### config.mk
export PLATFORM = sky130hd
export DESIGN_NAME = vga_plot_arbiter
export DESIGN_NICKNAME = d
export VERILOG_FILES = /design/src/rtl/vga_pkg.sv /design/src/rtl/rr_pick.sv /design/src/rtl/vga_plot_arbiter.sv
export SDC_FILE = /design/constraint.sdc
export NUM_CORES = 1
export LEC_CHECK = 0
export BUFFER_PORTS_ARGS = -buffer_cell sky130_fd_sc_hd__buf_4
export CAP_MARGIN = 20
export CORE_ASPECT_RATIO = 0.75
export CORE_MARGIN = 1
export CORE_UTILIZATION = 45
export DETAILED_ROUTE_END_ITERATION = 7
export GPL_TIMING_DRIVEN = 0
export PLACE_DENSITY = 0.72
export SLEW_MARGIN = 20
export SYNTH_ARGS = -nofsm -noshare
export SYNTH_HDL_FRONTEND = slang
export SYNTH_SLANG_ARGS = --single-unit
### constraint.sdc
create_clock -name clock -period 5.8 [get_ports clock]
set_input_delay 0.58 -clock clock [delete_from_list [all_inputs] [get_ports clock]]
set_output_delay 0.58 -clock clock [all_outputs]
set_load 0.005 [all_outputs]
### src/rtl/vga_pkg.sv
// Shared screen constants, widths and arbiter state encodings
// for the VGA pixel-port sharing logic.
package vga_pkg;

  localparam int SCR_W     = 320;
  localparam int SCR_H     = 240;
  localparam int XW        = 9;
  localparam int YW        = 8;
  localparam int CW        = 3;
  localparam int NUM_REQ   = 3;
  localparam int WD_CYCLES = 1024;

  typedef enum logic [1:0] {
    ST_IDLE    = 2'd0,
    ST_GRANT   = 2'd1,
    ST_RELEASE = 2'd2
  } state_e;

endpackage

### src/rtl/rr_pick.sv
// Round-robin requester selector: first request at or after
// the pointer, wrapping, as a one-hot choice plus its index.
module rr_pick #(
  parameter int N  = 3,
  parameter int PW = 2
) (
  input  logic [N-1:0]  req_i,
  input  logic [PW-1:0] ptr_i,
  output logic [N-1:0]  gnt_o,
  output logic [PW-1:0] idx_o,
  output logic          any_o
);

  logic [PW-1:0] cand;
  logic          found;

  // Walk requesters starting at ptr_i; keep the first hit
  always_comb begin
    gnt_o = '0;
    idx_o = '0;
    found = 1'b0;
    cand  = '0;
    for (int k = 0; k < N; k++) begin
      cand = PW'((int'(ptr_i) + k) % N);
      if (!found && req_i[cand]) begin
        found       = 1'b1;
        gnt_o[cand] = 1'b1;
        idx_o       = cand;
      end
    end
    any_o = found;
  end

endmodule

### src/rtl/vga_plot_arbiter.sv
// Shares the vga_adapter pixel-write port between drawing
// engines: round-robin grants, burst streaming, stall watchdog.
module vga_plot_arbiter #(
  parameter int NUM_REQ   = vga_pkg::NUM_REQ,
  parameter int XW        = vga_pkg::XW,
  parameter int YW        = vga_pkg::YW,
  parameter int CW        = vga_pkg::CW,
  parameter int WD_CYCLES = vga_pkg::WD_CYCLES
) (
  input  logic                  clock,
  input  logic                  resetn,
  input  logic [NUM_REQ-1:0]    req,
  input  logic [NUM_REQ*XW-1:0] px_x,
  input  logic [NUM_REQ*YW-1:0] px_y,
  input  logic [NUM_REQ*CW-1:0] px_colour,
  input  logic [NUM_REQ-1:0]    px_valid,
  input  logic [NUM_REQ-1:0]    px_last,
  output logic [NUM_REQ-1:0]    gnt,
  output logic [XW-1:0]         vga_x,
  output logic [YW-1:0]         vga_y,
  output logic [CW-1:0]         vga_colour,
  output logic                  plot,
  output logic                  busy,
  output logic                  wd_fired,
  output logic [15:0]           pix_count
);

  import vga_pkg::*;

  localparam int PW = (NUM_REQ > 2) ? $clog2(NUM_REQ) : 1;
  localparam int WW = (WD_CYCLES > 2) ? $clog2(WD_CYCLES) : 1;
  localparam logic [WW-1:0] WD_LAST = WW'(WD_CYCLES - 1);
  localparam logic [PW-1:0] G_MAX   = PW'(NUM_REQ - 1);

  state_e               state_q, state_d;
  logic [NUM_REQ-1:0]   gnt_q, gnt_d;
  logic [PW-1:0]        g_q, g_d;
  logic [PW-1:0]        ptr_q, ptr_d;
  logic [XW-1:0]        x_q, x_d;
  logic [YW-1:0]        y_q, y_d;
  logic [CW-1:0]        c_q, c_d;
  logic                 plot_q, plot_d;
  logic                 wdf_q, wdf_d;
  logic [15:0]          cnt_q, cnt_d;
  logic [WW-1:0]        wd_q, wd_d;

  logic [NUM_REQ-1:0]   pick_oh;
  logic [PW-1:0]        pick_idx;
  logic                 pick_any;
  logic [PW-1:0]        ptr_nxt;
  logic                 vld, lst;

  rr_pick #(
    .N  (NUM_REQ),
    .PW (PW)
  ) u_pick (
    .req_i (req),
    .ptr_i (ptr_q),
    .gnt_o (pick_oh),
    .idx_o (pick_idx),
    .any_o (pick_any)
  );

  assign vld     = px_valid[g_q];
  assign lst     = px_last[g_q];
  assign ptr_nxt = (g_q == G_MAX) ? '0 : g_q + 1'b1;

  // Next-state and registered-output decisions
  always_comb begin
    state_d = state_q;
    gnt_d   = gnt_q;
    g_d     = g_q;
    ptr_d   = ptr_q;
    x_d     = x_q;
    y_d     = y_q;
    c_d     = c_q;
    plot_d  = 1'b0;
    wdf_d   = 1'b0;
    cnt_d   = cnt_q;
    wd_d    = wd_q;
    unique case (state_q)
      ST_IDLE: begin
        if (pick_any) begin
          gnt_d   = pick_oh;
          g_d     = pick_idx;
          cnt_d   = '0;
          wd_d    = '0;
          state_d = ST_GRANT;
        end
      end
      ST_GRANT: begin
        if (vld) begin
          plot_d = 1'b1;
          x_d    = px_x[int'(g_q)*XW +: XW];
          y_d    = px_y[int'(g_q)*YW +: YW];
          c_d    = px_colour[int'(g_q)*CW +: CW];
          cnt_d  = (cnt_q == 16'hFFFF) ? cnt_q : cnt_q + 16'd1;
          wd_d   = '0;
          if (lst) begin
            gnt_d   = '0;
            ptr_d   = ptr_nxt;
            state_d = ST_RELEASE;
          end
        end else if (wd_q == WD_LAST) begin
          gnt_d   = '0;
          wdf_d   = 1'b1;
          ptr_d   = ptr_nxt;
          state_d = ST_RELEASE;
        end else begin
          wd_d = wd_q + 1'b1;
        end
      end
      ST_RELEASE: begin
        gnt_d   = '0;
        state_d = ST_IDLE;
      end
      default: begin
        gnt_d   = '0;
        state_d = ST_IDLE;
      end
    endcase
  end

  // State and output registers, cleared asynchronously
  always_ff @(posedge clock or negedge resetn) begin
    if (!resetn) begin
      state_q <= ST_IDLE;
      gnt_q   <= '0;
      g_q     <= '0;
      ptr_q   <= '0;
      x_q     <= '0;
      y_q     <= '0;
      c_q     <= '0;
      plot_q  <= 1'b0;
      wdf_q   <= 1'b0;
      cnt_q   <= '0;
      wd_q    <= '0;
    end else begin
      state_q <= state_d;
      gnt_q   <= gnt_d;
      g_q     <= g_d;
      ptr_q   <= ptr_d;
      x_q     <= x_d;
      y_q     <= y_d;
      c_q     <= c_d;
      plot_q  <= plot_d;
      wdf_q   <= wdf_d;
      cnt_q   <= cnt_d;
      wd_q    <= wd_d;
    end
  end

  assign gnt        = gnt_q;
  assign vga_x      = x_q;
  assign vga_y      = y_q;
  assign vga_colour = c_q;
  assign plot       = plot_q;
  assign busy       = (state_q == ST_GRANT);
  assign wd_fired   = wdf_q;
  assign pix_count  = cnt_q;

endmodule
==> reports/results.ini <==
[cells_and_area]
layout_common_cells = 114 x buf_4, 57 x dfrtp_1, 48 x nand2_1, 44 x nor2_1, 37 x o21ai_0
syn2layout_area_growth_pct = 36.6
final_util_pct = 65.3
nFillCells = 613
regArea_sq_mm = 0.00143
multi_input_area_sq_mm = 0.00179
finish.net_count = 587
drive_gt1_share_pct = 27.6
antenna_cells = 0
layout_commonest_cell = buf_4

[synth]
postSynthAreaPerCell_sq_um = 8.64
synth_area_leader_cell = dfrtp_1
ys.flop_type = dfrtp_1
synth_edf_count = 0
synth.distinct_cells = 50
synth_compound_area_share_pct = 17.7
synthCells = 387
synthMuxAreaShare_pct = 8.16
ys_seq_area_share_pct = 42.7
synth_xor_area_share_pct = 2.62
synth_area_leaders = dfrtp_1 43%, mux2i_1 7.5%, o21ai_0 5.5%
synth_top_family_by_area = simple AND/OR/NAND/NOR gates
yosys_register_bits = 57
synthAdderAreaFrac_pct = 2.25
synth_warnings = 0
synth-simple-area-share_pct = 22.9
syn_area_sq_mm = 0.00334
async_flop_share_pct = 100
yosys.area.top_type_share_pct = 42.7
syn_nets = 464

[global_routing]
grt_pass1_vias = 3015
grt_max_degree = 58
grt_overflow = 0
grt_pass1_wl_um = 14300
grt_usage_pct = 23.3
antenna_found_initial = 0

[floorplanning]
die_x_um = 102
io_pins = 113
core-area_sq_mm = 0.00699
fp.dieH_um = 76.6
fp.dieArea_sq_mm = 0.00778
start_util_pct = 47.8
rows = 26

[detailed_routing]
num_vias = 3251
first_pass_iters = 5
post_drt_wl_per_cell_um = 14.3
viasPerCell = 5.30
ant_nets = 0
wl_um = 8760
initialDrtViolationCount = 110
drc = 0

[sta]
skew_ps = 6.90
grt_setup_unrepaired = false
fin_tns_setup_ps = 0
finalCritPeriodShare_pct = 51.1
worstMarginPinSlew_ps = 941
maxSlewViolCount = 0
finalHoldViolations = 0
maxSlewHeadroom_pct = 36.4
setup_violations = 0
period_minus_slack_ps = 2960
fmax_mhz = 337

[clocking]
clk_latency_ps = 330
clk_pin_slew_ps = 60
clockBufferDepth = 2
cts_buffers = 9
postCtsResizedCells = 0
cts.hold.buffers_added = 0
cts_root_buf = clkbuf_8
h-tree-depth = 3
post_cts_buffers = 0
cts.sinks = 57
tritoncts = done

[placement]
gp_congestion = 0.845
port_buffers = 112
hpwl_um = 6470

[power_and_ir_drop]
pwr-share-seq_pct = 28.3
switching_power_uw = 830
power_frac_clock_pct = 23.4
p_per_area_mw_per_mm2 = 455
total_leakage_power_uw = 0.00212
swShare_pct = 40.0
p_comb_share_pct = 48.3
ir_drop_uv = 264
internal-power_uw = 1250

[setup_path]
cpPeakStageDelay_ps = 650
required_ps = 5990
end_kind = flip-flop
worstSetupStartpointType = flip-flop
crit_chain = inv_1, ha_1, buf_4, mux2i_1, o21ai_1, nor3_1, nor3_1, clkbuf_1, nor2_1
rrSetupSlack_ps = 2840
path_delay_family = simple AND/OR/NAND/NOR gates
cp_common_cell = nor3_1
cp_slowest_cell = nor3_1
crit_type = reg2reg
critPathBufInv = 3
cp_data_arrival_time_ps = 3160
cp_max_fo = 10

[outcome]
status = complete, no violations

[job]
cap_violations = 0

[worst_hold_path]
hp-class = in2async

[flip-flops by register name, indices dropped and copies added (netlist names)]
signal	count
plot	1
gnt	3
wd_q	10
vga_y	8
vga_x	9
vga_colour	3
ptr_q	2
pix_count	16
wd_fired	1
state_q	2
g_q	2
[synthesized netlist by cell type, types with 3 or more instances]
library cell and number:
a21oi_1 36, and3_1 5, clkbuf_1 10, dfrtp_1 57, ha_1 6, inv_1 10, mux2i_1 25, nand2_1 48
nand2b_1 7, nand3_1 18, nand3b_1 3, nand4_1 3, nor2_1 44, nor3_1 13, o211ai_1 3, o21ai_0 37
o31ai_1 4, or3_1 7, xnor2_1 10
[path summary, 6_finish.rpt]
path                                              to  cells after the start                  from
hold reg to reg                 vga_y[6]$_DFFE_PN0P_                      2  vga_y[6]$_DFFE_PN0P_
setup / recovery           pix_count[12]$_DFFE_PN0P_                      9  ptr_q[0]$_DFFE_PN0P_
hold / removal             pix_count[13]$_DFFE_PN0P_                      1                resetn
min in group clock              vga_y[6]$_DFFE_PN0P_                      2  vga_y[6]$_DFFE_PN0P_
max in group asynchronous       vga_x[4]$_DFFE_PN0P_                      1                resetn
setup reg to reg           pix_count[12]$_DFFE_PN0P_                      9  ptr_q[0]$_DFFE_PN0P_
[power by group through the flow]
stage	Clock (uW)	Combinational, uW	Sequential (uW)
2_1_floorplan	0	642	585
3_3_place_gp	0	974	590
3_5_place_dp	0	1000	590
4_1_cts	495	1000	586
5_1_grt	511	1120	601
6_report	485	1000	587
[per-stage QoR]
stage	worst slack (ps)	total power [uW]	area [sq um]	instances	hold WS, ps
2_1_floorplan	3380	1230	3340	387	284
3_3_place_gp	2990	1560	4310	597	465
3_5_place_dp	2930	1590	4310	597	472
4_1_cts	2900	2090	4570	613	322
5_1_grt	2660	2230	4570	613	345
6_report	2840	2080	4570	613	292
[cell type report]
cell class / count / share of cell area [%]
buffer: 17 / 1.78
inverter: 11 / 0.904
tap: 98 / 2.69
sequential: 57 / 31.2
clock buffer: 11 / 2.88
multi-input combinational: 302 / 39.3
clock inverter: 5 / 2.80
timing repair buffer: 112 / 18.4
[layer usage]
| metal | track usage (%) | wire, um | part of all wire, % |
|---|---|---|---|
| met1 | 32.1 | 4060 | 46 |
| met2 | 36.1 | 4220 | 48 |
| met3 | 6.06 | 358 | 4.1 |
| met4 | 6.09 | 121 | 1.4 |
| met5 | 0 | 0 | 0 |
[logic make-up after synthesis]
| logic type | count (synthesis) |
|---|---|
| compound gates | 98 |
| xor+xnor | 10 |
| fa+ha+maj | 6 |
| buf+inv | 28 |
| flops | 57 |
| mux | 27 |
| simple gates | 161 |
(Power assumes the default switching activity.)
